File: src/rtl/nn_stream_host_pkg.sv
// nn_pkg: shared constants, frame layout and FSM state type for the
// nn_stream_host block (host-side loader/launcher for the 4-4-2 MAC/ReLU
// inference pipeline).
//
// Frame layout (one word per beat, word index = cnt):
//   [X_BASE  +: 4 ] x0..x3
//   [IH_BASE +: 16] w04..w07, w14..w17, w24..w27, w34..w37
//   [HO_BASE +: 8 ] w48, w49, w58, w59, w68, w69, w78, w79
package nn_pkg;

  localparam int DW          = 5;   // signed input/weight word width
  localparam int OUT_W       = 17;  // signed result width
  localparam int N_IN        = 4;
  localparam int N_HID       = 4;
  localparam int N_OUT       = 2;
  localparam int X_WORDS     = N_IN;
  localparam int FRAME_WORDS = N_IN + N_IN * N_HID + N_HID * N_OUT;  // 28
  localparam int TIMEOUT_DEF = 15;  // WAIT cycles before abort

  localparam int X_BASE  = 0;
  localparam int IH_BASE = X_BASE + X_WORDS;
  localparam int HO_BASE = IH_BASE + N_IN * N_HID;

  localparam int CNT_W = $clog2(FRAME_WORDS);

  typedef enum logic [2:0] {
    ST_LOAD,
    ST_FIRE,
    ST_WAIT,
    ST_SEND0,
    ST_SEND1
  } state_e;

endpackage

File: src/rtl/nn_stream_host_if.sv
// nn_stream_host_if: load stream (words in) and result stream (results out)
// of nn_stream_host, bundled as one interface.
//   slave  : the nn_stream_host side (consumes s_*, produces m_*)
//   master : the feeder/consumer side (produces s_*, consumes m_*)
// Optional: NN_STREAM_HOST_WEIGHT_CACHE_EN adds s_xonly (x-only frame flag).
interface nn_stream_host_if;
  import nn_pkg::*;

  logic             s_valid;
  logic             s_ready;
  logic [DW-1:0]    s_data;
`ifdef NN_STREAM_HOST_WEIGHT_CACHE_EN
  logic             s_xonly;
`endif
  logic             m_valid;
  logic             m_ready;
  logic [OUT_W-1:0] m_data;
  logic             m_last;

  modport slave (
    input  s_valid,
    input  s_data,
`ifdef NN_STREAM_HOST_WEIGHT_CACHE_EN
    input  s_xonly,
`endif
    output s_ready,
    output m_valid,
    output m_data,
    output m_last,
    input  m_ready
  );

  modport master (
    output s_valid,
    output s_data,
`ifdef NN_STREAM_HOST_WEIGHT_CACHE_EN
    output s_xonly,
`endif
    input  s_ready,
    input  m_valid,
    input  m_data,
    input  m_last,
    output m_ready
  );

endinterface

File: src/rtl/nn_stream_host_load_regfile.sv
// nn_load_regfile: 28-entry word store filled one word per load beat, exposed
// as the flattened x / input-hidden / hidden-output buses of the pipeline.
// Ports:
//   clk, rst  clock, synchronous active-high reset (clears every word)
//   we_i      write strobe (one accepted load beat)
//   idx_i     word index 0..27
//   wdata_i   word to store (signed, stored unchanged)
//   x_o       x0..x3, x0 in LSBs
//   w_ih_o    w04..w37, w04 in LSBs
//   w_ho_o    w48..w79, w48 in LSBs
module nn_load_regfile
  import nn_pkg::*;
(
  input  logic                         clk,
  input  logic                         rst,
  input  logic                         we_i,
  input  logic [CNT_W-1:0]             idx_i,
  input  logic [DW-1:0]                wdata_i,
  output logic [N_IN*DW-1:0]           x_o,
  output logic [N_IN*N_HID*DW-1:0]     w_ih_o,
  output logic [N_HID*N_OUT*DW-1:0]    w_ho_o
);

  logic [FRAME_WORDS-1:0][DW-1:0] words_q;

  // NOTE: the store is tiny and must read back as zero after reset, so every
  // entry is reset; larger memories would normally be left unreset.
  always_ff @(posedge clk) begin
    if (rst) begin
      words_q <= '0;
    end else if (we_i) begin
      for (int i = 0; i < FRAME_WORDS; i++) begin
        if (idx_i == CNT_W'(i)) words_q[i] <= wdata_i;
      end
    end
  end

  assign x_o    = words_q[X_BASE  +: X_WORDS];
  assign w_ih_o = words_q[IH_BASE +: N_IN * N_HID];
  assign w_ho_o = words_q[HO_BASE +: N_HID * N_OUT];

endmodule

File: src/rtl/nn_stream_host.sv
// nn_stream_host: loads a frame of x/weight words from the load stream,
// launches the 4-4-2 pipeline with a one-cycle nn_in_ready pulse, waits for
// both result flags (bounded by TIMEOUT), and returns out0 then out1 on the
// result stream (m_last on out1).
// Ports:
//   clk, rst            clock, synchronous active-high reset
//   bus (slave)         s_valid/s_ready/s_data load stream,
//                       m_valid/m_ready/m_data/m_last result stream
//   nn_x, nn_w_ih, nn_w_ho   stored frame words to the pipeline
//   nn_in_ready         launch pulse (FIRE state)
//   nn_out0/1, nn_out0/1_ready   pipeline results and their valid flags
//   busy                high outside LOAD
//   err                 sticky WAIT timeout flag
// Optional: NN_STREAM_HOST_WEIGHT_CACHE_EN enables 4-word x-only frames
// (bus.s_xonly sampled on word 0) that reuse the stored weights.
module nn_stream_host
  import nn_pkg::*;
#(
  parameter int TIMEOUT = TIMEOUT_DEF
) (
  input  logic                       clk,
  input  logic                       rst,
  nn_stream_host_if.slave            bus,
  output logic [N_IN*DW-1:0]         nn_x,
  output logic [N_IN*N_HID*DW-1:0]   nn_w_ih,
  output logic [N_HID*N_OUT*DW-1:0]  nn_w_ho,
  output logic                       nn_in_ready,
  input  logic [OUT_W-1:0]           nn_out0,
  input  logic [OUT_W-1:0]           nn_out1,
  input  logic                       nn_out0_ready,
  input  logic                       nn_out1_ready,
  output logic                       busy,
  output logic                       err
);

  localparam int TO_W = $clog2(TIMEOUT + 1);

  state_e           state_q, state_d;
  logic [CNT_W-1:0] cnt_q, cnt_d;
  logic [TO_W-1:0]  to_cnt_q, to_cnt_d;
  logic [OUT_W-1:0] out0_q, out0_d, out1_q, out1_d;
  logic             err_q, err_d;

  logic beat, last_beat, flags_both, timeout_hit;

  // s_ready is only ever high in LOAD, so a beat implies LOAD.
  assign beat        = bus.s_valid && bus.s_ready;
  assign flags_both  = nn_out0_ready && nn_out1_ready;
  assign timeout_hit = (state_q == ST_WAIT) && !flags_both
                       && (to_cnt_q == TO_W'(TIMEOUT - 1));

`ifdef NN_STREAM_HOST_WEIGHT_CACHE_EN
  logic xonly_q, xonly_now;

  // On word 0 the flag comes straight from the bus; later words use the copy.
  assign xonly_now = (cnt_q == '0) ? bus.s_xonly : xonly_q;
  assign last_beat = beat
                     && (cnt_q == CNT_W'(xonly_now ? X_WORDS - 1 : FRAME_WORDS - 1));

  always_ff @(posedge clk) begin
    if (rst)                        xonly_q <= 1'b0;
    else if (beat && cnt_q == '0)   xonly_q <= bus.s_xonly;
  end
`else
  assign last_beat = beat && (cnt_q == CNT_W'(FRAME_WORDS - 1));
`endif

  nn_load_regfile u_regfile (
    .clk     (clk),
    .rst     (rst),
    .we_i    (beat),
    .idx_i   (cnt_q),
    .wdata_i (bus.s_data),
    .x_o     (nn_x),
    .w_ih_o  (nn_w_ih),
    .w_ho_o  (nn_w_ho)
  );

  // ---------------- FSM: state register ----------------
  // NOTE: sequential state uses non-blocking assignments so every register
  // samples pre-edge values regardless of process order.
  always_ff @(posedge clk) begin
    if (rst) state_q <= ST_LOAD;
    else     state_q <= state_d;
  end

  // ---------------- FSM: next state ----------------
  // NOTE: every combinational output gets a default first so no path leaves
  // it unassigned (which would infer a latch).
  always_comb begin
    state_d = state_q;
    case (state_q)
      ST_LOAD:  if (last_beat)        state_d = ST_FIRE;
      ST_FIRE:                        state_d = ST_WAIT;
      ST_WAIT:  if (flags_both)       state_d = ST_SEND0;
                else if (timeout_hit) state_d = ST_LOAD;
      ST_SEND0: if (bus.m_ready)      state_d = ST_SEND1;
      ST_SEND1: if (bus.m_ready)      state_d = ST_LOAD;
      default:                        state_d = ST_LOAD;
    endcase
  end

  // ---------------- FSM: outputs ----------------
  // Handshake outputs are forced low while rst is asserted.
  always_comb begin
    bus.s_ready = 1'b0;
    nn_in_ready = 1'b0;
    bus.m_valid = 1'b0;
    bus.m_last  = 1'b0;
    bus.m_data  = out0_q;
    busy        = (state_q != ST_LOAD);
    if (!rst) begin
      case (state_q)
        ST_LOAD:  bus.s_ready = 1'b1;
        ST_FIRE:  nn_in_ready = 1'b1;
        ST_SEND0: bus.m_valid = 1'b1;
        ST_SEND1: begin
          bus.m_valid = 1'b1;
          bus.m_last  = 1'b1;
          bus.m_data  = out1_q;
        end
        default: ;
      endcase
    end
  end

  // ---------------- word counter, timeout, results, err ----------------
  always_comb begin
    cnt_d    = cnt_q;
    to_cnt_d = '0;
    out0_d   = out0_q;
    out1_d   = out1_q;
    err_d    = err_q;
    if (beat) cnt_d = last_beat ? '0 : cnt_q + CNT_W'(1);
    if (state_q == ST_WAIT) begin
      if (flags_both) begin
        out0_d = nn_out0;
        out1_d = nn_out1;
      end else if (timeout_hit) begin
        err_d = 1'b1;
      end else begin
        to_cnt_d = to_cnt_q + TO_W'(1);
      end
    end
  end

  always_ff @(posedge clk) begin
    if (rst) begin
      cnt_q    <= '0;
      to_cnt_q <= '0;
      out0_q   <= '0;
      out1_q   <= '0;
      err_q    <= 1'b0;
    end else begin
      cnt_q    <= cnt_d;
      to_cnt_q <= to_cnt_d;
      out0_q   <= out0_d;
      out1_q   <= out1_d;
      err_q    <= err_d;
    end
  end

  assign err = err_q;

endmodule
File: src/flat_wrapper.sv
// flat-port wrapper written by rule: the top's interface ports become plain ports
module nn_stream_host_flat import nn_pkg::*;
#(
  parameter int TIMEOUT = TIMEOUT_DEF
)
  (clk, rst, nn_x, nn_w_ih, nn_w_ho, nn_in_ready, nn_out0, nn_out1, nn_out0_ready, nn_out1_ready, busy, err, bus_s_valid, bus_s_data, bus_s_ready, bus_m_valid, bus_m_data, bus_m_last, bus_m_ready);
  nn_stream_host_if bus_i ();
  input  logic clk;
  input  logic rst;
  output logic [N_IN*DW-1:0] nn_x;
  output logic [N_IN*N_HID*DW-1:0] nn_w_ih;
  output logic [N_HID*N_OUT*DW-1:0] nn_w_ho;
  output logic nn_in_ready;
  input  logic [OUT_W-1:0] nn_out0;
  input  logic [OUT_W-1:0] nn_out1;
  input  logic nn_out0_ready;
  input  logic nn_out1_ready;
  output logic busy;
  output logic err;
  input wire logic [$bits(bus_i.s_valid)-1:0] bus_s_valid;
  input wire logic [$bits(bus_i.s_data)-1:0] bus_s_data;
  output wire logic [$bits(bus_i.s_ready)-1:0] bus_s_ready;
  output wire logic [$bits(bus_i.m_valid)-1:0] bus_m_valid;
  output wire logic [$bits(bus_i.m_data)-1:0] bus_m_data;
  output wire logic [$bits(bus_i.m_last)-1:0] bus_m_last;
  input wire logic [$bits(bus_i.m_ready)-1:0] bus_m_ready;
  assign bus_i.s_valid = bus_s_valid;
  assign bus_i.s_data = bus_s_data;
  assign bus_s_ready = bus_i.s_ready;
  assign bus_m_valid = bus_i.m_valid;
  assign bus_m_data = bus_i.m_data;
  assign bus_m_last = bus_i.m_last;
  assign bus_i.m_ready = bus_m_ready;
  nn_stream_host #(.TIMEOUT(TIMEOUT)) u_core (.clk(clk), .rst(rst), .bus(bus_i), .nn_x(nn_x), .nn_w_ih(nn_w_ih), .nn_w_ho(nn_w_ho), .nn_in_ready(nn_in_ready), .nn_out0(nn_out0), .nn_out1(nn_out1), .nn_out0_ready(nn_out0_ready), .nn_out1_ready(nn_out1_ready), .busy(busy), .err(err));
endmodule
File: config.mk
export PLATFORM = sky130hd
export DESIGN_NAME = nn_stream_host_flat
export DESIGN_NICKNAME = d
export VERILOG_FILES = /design/src/rtl/nn_stream_host_pkg.sv /design/src/rtl/nn_stream_host_if.sv /design/src/rtl/nn_stream_host_load_regfile.sv /design/src/rtl/nn_stream_host.sv /design/src/flat_wrapper.sv
export SDC_FILE = /design/constraint.sdc
export NUM_CORES = 1
export LEC_CHECK = 0
export ABC_AREA = 1
export BUFFER_PORTS_ARGS = -buffer_cell sky130_fd_sc_hd__buf_2
export CAP_MARGIN = 10
export CORE_ASPECT_RATIO = 1.4
export CORE_UTILIZATION = 54
export CTS_BUF_LIST = sky130_fd_sc_hd__clkbuf_8
export DETAILED_ROUTE_END_ITERATION = 10
export PLACE_DENSITY = 0.89
export SLEW_MARGIN = 5
export SYNTH_ARGS = -nofsm -noshare
export SYNTH_HDL_FRONTEND = slang
export SYNTH_SLANG_ARGS = --single-unit
File: constraint.sdc
create_clock -name clk -period 1.7 [get_ports clk]
set_input_delay 0.085 -clock clk [delete_from_list [all_inputs] [get_ports clk]]
set_output_delay 0.085 -clock clk [all_outputs]
set_load 0.005 [all_outputs]
Yosys cells after proc, flatten, opt, wreduce, memory -nomap -nowiden
Cells that the tools add are included.
{"block": "word_totals", "register_bits": 187, "in_bits": 45, "output_inout_bits": 163, "word_cells": 133}
{"block": "classes", "add_sub_neg": 2, "n_eq_ne": 36, "mux": 17, "n_bitwise": 2, "n_reduce_logical": 42}
{"operator": "$eq 5x5->1 const B", "n": 12}
{"operator": "$reduce_and 2->1", "n": 29}
{"operator": "$eq 5x4->1 const B", "n": 8}
{"operator": "$mux 17", "n": 2}
{"operator": "$eq 5x3->1 const B", "n": 4}
{"operator": "$mux 3", "n": 5}
{"operator": "$pmux 3 s5", "n": 1}
{"operator": "$eq 5x2->1 const B", "n": 2}
{"operator": "$mux 1", "n": 8}
{"operator": "$eq 3x2->1 const B", "n": 2}
{"operator": "$add 5x1->5 const B", "n": 1}
{"operator": "$eq 5x1->1 const B", "n": 1}
{"operator": "$logic_and 1x1->1", "n": 5}
{"operator": "$logic_not 5->1", "n": 1}
{"operator": "$mux 5", "n": 1}
{"operator": "$add 4x1->4 const B", "n": 1}
{"operator": "$eq 4x4->1 const B", "n": 1}
{"operator": "$ne 2x2->1 const B", "n": 2}
{"operator": "$reduce_and 4->1", "n": 1}
{"operator": "$reduce_or 4->1", "n": 1}
{"operator": "$eq 3x1->1 const B", "n": 1}
{"operator": "$eq 3x3->1 const B", "n": 1}
{"operator": "$logic_not 3->1", "n": 1}
{"operator": "$ne 3x1->1 const B", "n": 1}
{"operator": "6 further kinds", "n": 7}

Depth between registers and ports, before layout
{"block": "logic_depth", "word_depth": 7, "depth_mapped": 9, "depth_no_buf": 8}

By module
From an unflattened synthesis, not the netlist that was laid out.
{"block": "unflattened", "hier_cells": 1303, "hier_area_um2": 8401.8}
{"mod": "nn_load_regfile", "instances": 1, "cells_per_inst": 1021, "area_per_inst_um2": 6322.3, "seq_area_each_um2": 2802.7}
{"mod": "nn_stream_host", "instances": 1, "cells_per_inst": 282, "area_per_inst_um2": 2079.5, "seq_area_each_um2": 940.9}

Worst setup path after synthesis
No wires, ideal clock.
{"block": "synth_path", "kind": "reg-to-reg", "start": "register u_core.cnt_q[0]", "end": "register u_core.u_regfile.words_q, in the netlist u_core.u_regfile.w_ih_o[55]", "arrival_ns": 1.407, "path_slack_ns": 0.224, "path_stages_with_launch": 10, "path_buffers": 1, "synth_period_minus_slack_ns": 1.476, "path_cell_list": "dfxtp_1 > ha_1 > buf_2 > inv_1 > nor2_1 > ha_1 > inv_1 > nor2_4 > o21ai_0 > a21oi_1"}
{"block": "synth_via", "elab_chain_cells": 2}
{"element": "start: declaration", "line": "nn_stream_host.sv:39", "source": "logic [CNT_W-1:0] cnt_q, cnt_d;"}
{"element": "start signal: assignment", "line": "nn_stream_host.sv:155", "source": "cnt_q <= cnt_d;"}
{"element": "$eq 5x4->1", "line": "nn_stream_host_load_regfile.sv:33", "source": "if (idx_i == CNT_W'(i)) words_q[i] <= wdata_i;"}
{"element": "$reduce_and 2->1 (no line)"}
{"element": "end signal: indexed assignment", "line": "nn_stream_host_load_regfile.sv:33"}
{"element": "end: declaration", "line": "nn_stream_host_load_regfile.sv:24", "source": "logic [FRAME_WORDS-1:0][DW-1:0] words_q;"}
Every way passes these cells.
A chain may end at the register's enable or synchronous reset.

Worst setup path in the final report
{"block": "layout_path", "start": "register u_core.state_q[0]", "end": "output bus_m_data[4]"}
{"block": "layout_via", "elab_chain_cells": 3}
{"element": "start: declaration", "line": "nn_stream_host.sv:38", "source": "state_e state_q, state_d;"}
{"element": "start signal: assignment", "line": "nn_stream_host.sv:84", "source": "else state_q <= state_d;"}
{"element": "$eq 3x3->1", "line": "nn_stream_host.sv:113", "source": "case (state_q)"}
{"element": "$mux 17", "line": "nn_stream_host.sv:113"}
{"element": "$mux 17", "line": "nn_stream_host.sv:112", "source": "if (!rst) begin"}
{"element": "end: declaration", "line": "flat_wrapper.sv:24", "source": "output wire logic [$bits(bus_i.m_data)-1:0] bus_m_data;"}
Every way passes these cells.

==> impl_metrics.ini <==
[placed_design]
dp_hpwl_um = 13800
routabilityCongestion = 0.873
io_buffers = 207

[final_layout]
final_core_util_pct = 73.0
diodes = 0
final_common_cell = nor2_1
final_cell_mix = nor2_1, buf_2, nand2_1, dfxtp_1, o21ai_0
drive_above_1_share_pct = 28.9
syn_to_final_growth_pct = 32.4
fin_nets = 1307

[worst_setup_path]
worstPathCellList = buf_6, nor3_4, inv_2, nor2_4, buf_6, buf_8, nand2_2, nand2_2, buf_2
required_ns = 1.62
critPathBufInv = 5
path_depth = 9
critical_path.top_delay_family = buffers and inverters
max_stage_delay_ns = 0.34
crit_fanout = 5
cp_data_arrival_time_ns = 1.81
crit_path_start_kind = flip-flop
reg2regPathDepth = 8
path_class = flip-flop to output port
cpMaxStageDelayCell = dfxtp_2
cp-end-kind = output port

[detailed_routing]
drc = 0
drt_wl_total_um = 22400
drtPass1Iterations = 5
first_iter_violations = 491
wl_per_cell_um = 15.5
drtAntennaViolNets = 0
vias = 7780
vias_per_cell = 5.37

[logic_synthesis]
syn_nets = 1056
syn_inst = 1004
yosysSeqAreaShare_pct = 50.7
netlist_area_um2 = 7390
synth_edf_count = 0
synth-seq-cells = 187
synthArstFlopShare_pct = 0
synthFlopType = dfxtp_1
avgSynthCellArea_um2 = 7.36
yosys_warnings = 0
synth_cell_type_count = 29

[sta]
maxSlewHeadroom_pct = 53.0
hold_slack_ns = 0.0601
fin_skew_ns = 0.0224
setup_ws_ns = -0.190
min_period_over_period_pct = 111
max_freq_mhz = 529
finalHoldViolations = 0
period_needed_ns = 1.89
slew_viol_final = 0
rsz0062_at_grt = true
finalSetupViolations = 17
tightest_slew_ns = 0.705

[global_route]
antenna_found_initial = 0
overflow = 0
grt_max_degree = 121
grt_pass1_wl_um = 34300
grt_usage_pct = 31.0
grt_pass1_vias = 7282

[clock_network]
cts_buffers = 17
clkLatencyLatePin_ns = 0.46
cts_buffer_depth = 2
root_buffer = clkbuf_8
htreeDepth = 4
cts.sinks = 187
clk_pin_slew_ns = 0.10
cts_tree = done

[die]
dieArea_um2 = 14200
rows = 50
design.core.area_um2 = 13400
io_pins = 208
die_h_um = 140
die_w_um = 101
start_util_pct = 55.2

[power]
peakVddDrop_mv = 0.585
p_per_area_nw_per_um2 = 969
power_leakage_nw = 4.49

[run]
maxCapViolCount = 0

[status]
status = complete, but fails checks
violations = setup timing

[worst_hold_path]
hold_depth = 3
hold_class = input port to flip-flop
[worst min-delay path: stages]
cell and delay, ns:
buf_2 0.10, inv_1 0.14, a21oi_1 0.15
[report_power, final]
part / leakage (nW) / internal [mW] / total [mW] / switching (mW)
Combinational: 2.78 / 0.792 / 1.94 / 1.14
Sequential: 1.51 / 4.54 / 4.65 / 0.119
Clock: 0.198 / 1.10 / 2.88 / 1.78
[area by class of cell]
| cell class | instances | area [µm²] |
|---|---|---|
| well taps | 182 | 228 |
| inverters | 46 | 188 |
| clock buffers | 17 | 234 |
| clock inverters | 15 | 160 |
| flip-flops and latches | 187 | 3750 |
| repair buffers | 285 | 1840 |
| multi-input cells | 718 | 3380 |
| fillers | 1003 | 3610 |
[final timing paths]
| path | from | slack [ns] | end |
|---|---|---|---|
| worst min register to register | u_core.u_regfile.w_ih_o[74]$_SDFFE_PP0P_ | 0.47 | u_core.u_regfile.w_ih_o[74]$_SDFFE_PP0P_ |
| worst max register to register | u_core.state_q[0]$_SDFFE_PP0P_ | 0.02 | u_core.u_regfile.w_ih_o[18]$_SDFFE_PP0P_ |
| worst min-delay path | bus_s_data[2] | 0.06 | u_core.u_regfile.w_ih_o[57]$_SDFFE_PP0P_ |
| worst max-delay path | u_core.state_q[0]$_SDFFE_PP0P_ | -0.19 | bus_m_data[4] |
[logic make-up (layout without fill, tap and decap cells)]
| kind of cell | after synthesis | after routing | synth area share, % |
|---|---|---|---|
| fa+ha+maj | 7 | 7 | 1.19 |
| simple gates | 531 | 531 | 30.1 |
| buf+inv | 99 | 363 | 5.66 |
| xor+xnor | 2 | 2 | 0.237 |
| compound gates | 178 | 178 | 12.1 |
| flops | 187 | 187 | 50.7 |
[layer usage]
metal	global-route usage [%]	wire length, µm	share of wire, %
met5	0	0	0
met2	56.2	11800	53
met4	17.9	1080	4.8
met1	32.3	8080	36
met3	6.54	1450	6.5
[registers in the layout (all words and copies together) (netlist names)]
| signal | flops |
|---|---|
| u_core.cnt_q | 5 |
| u_core.err | 1 |
| u_core.out0_q | 17 |
| u_core.out1_q | 17 |
| u_core.state_q | 3 |
| u_core.to_cnt_q | 4 |
| u_core.u_regfile.w_ho_o | 40 |
| u_core.u_regfile.w_ih_o | 80 |
| u_core.u_regfile.x_o | 20 |
[synthesized netlist by cell type (14+ instances only)]
master	number	share of area (%)
nor2_1	233	12
nand2_1	230	12
dfxtp_1	187	51
o21ai_0	91	6.2
a21oi_1	78	5.3
inv_1	31	1.6
clkbuf_1	28	1.4
nand4_1	21	1.8
buf_2	19	1.3
nand3_1	19	1.3
inv_2	14	0.71
[per-stage QoR]
stage	instances	instance area (µm²)	TNS (ns)	worst slack (ns)	total power, mW
6_report	1450	9780	-2.52	-0.190	9.47
2_1_floorplan	1004	7390	0	0.224	5.63
4_1_cts	1445	9570	-3.30	-0.208	9.24
3_3_place_gp	1366	8610	0	0.112	6.08
3_5_place_dp	1366	8610	0	0.0494	6.13
5_1_grt	1450	9780	-4.53	-0.252	9.83
[repair_timing]
| action | CTS | global route |
|---|---|---|
| pin swaps | 18 | 18 |
| endpoints found under the setup margin | 18 | 139 |
| hold buffers | 38 | 0 |
| gates resized for setup | 30 | 67 |
| gates cloned | 2 | 0 |
| endpoints found under the hold margin | 41 | 0 |
| setup buffers | 7 | 6 |
Power figures use the tool's default switching activity.
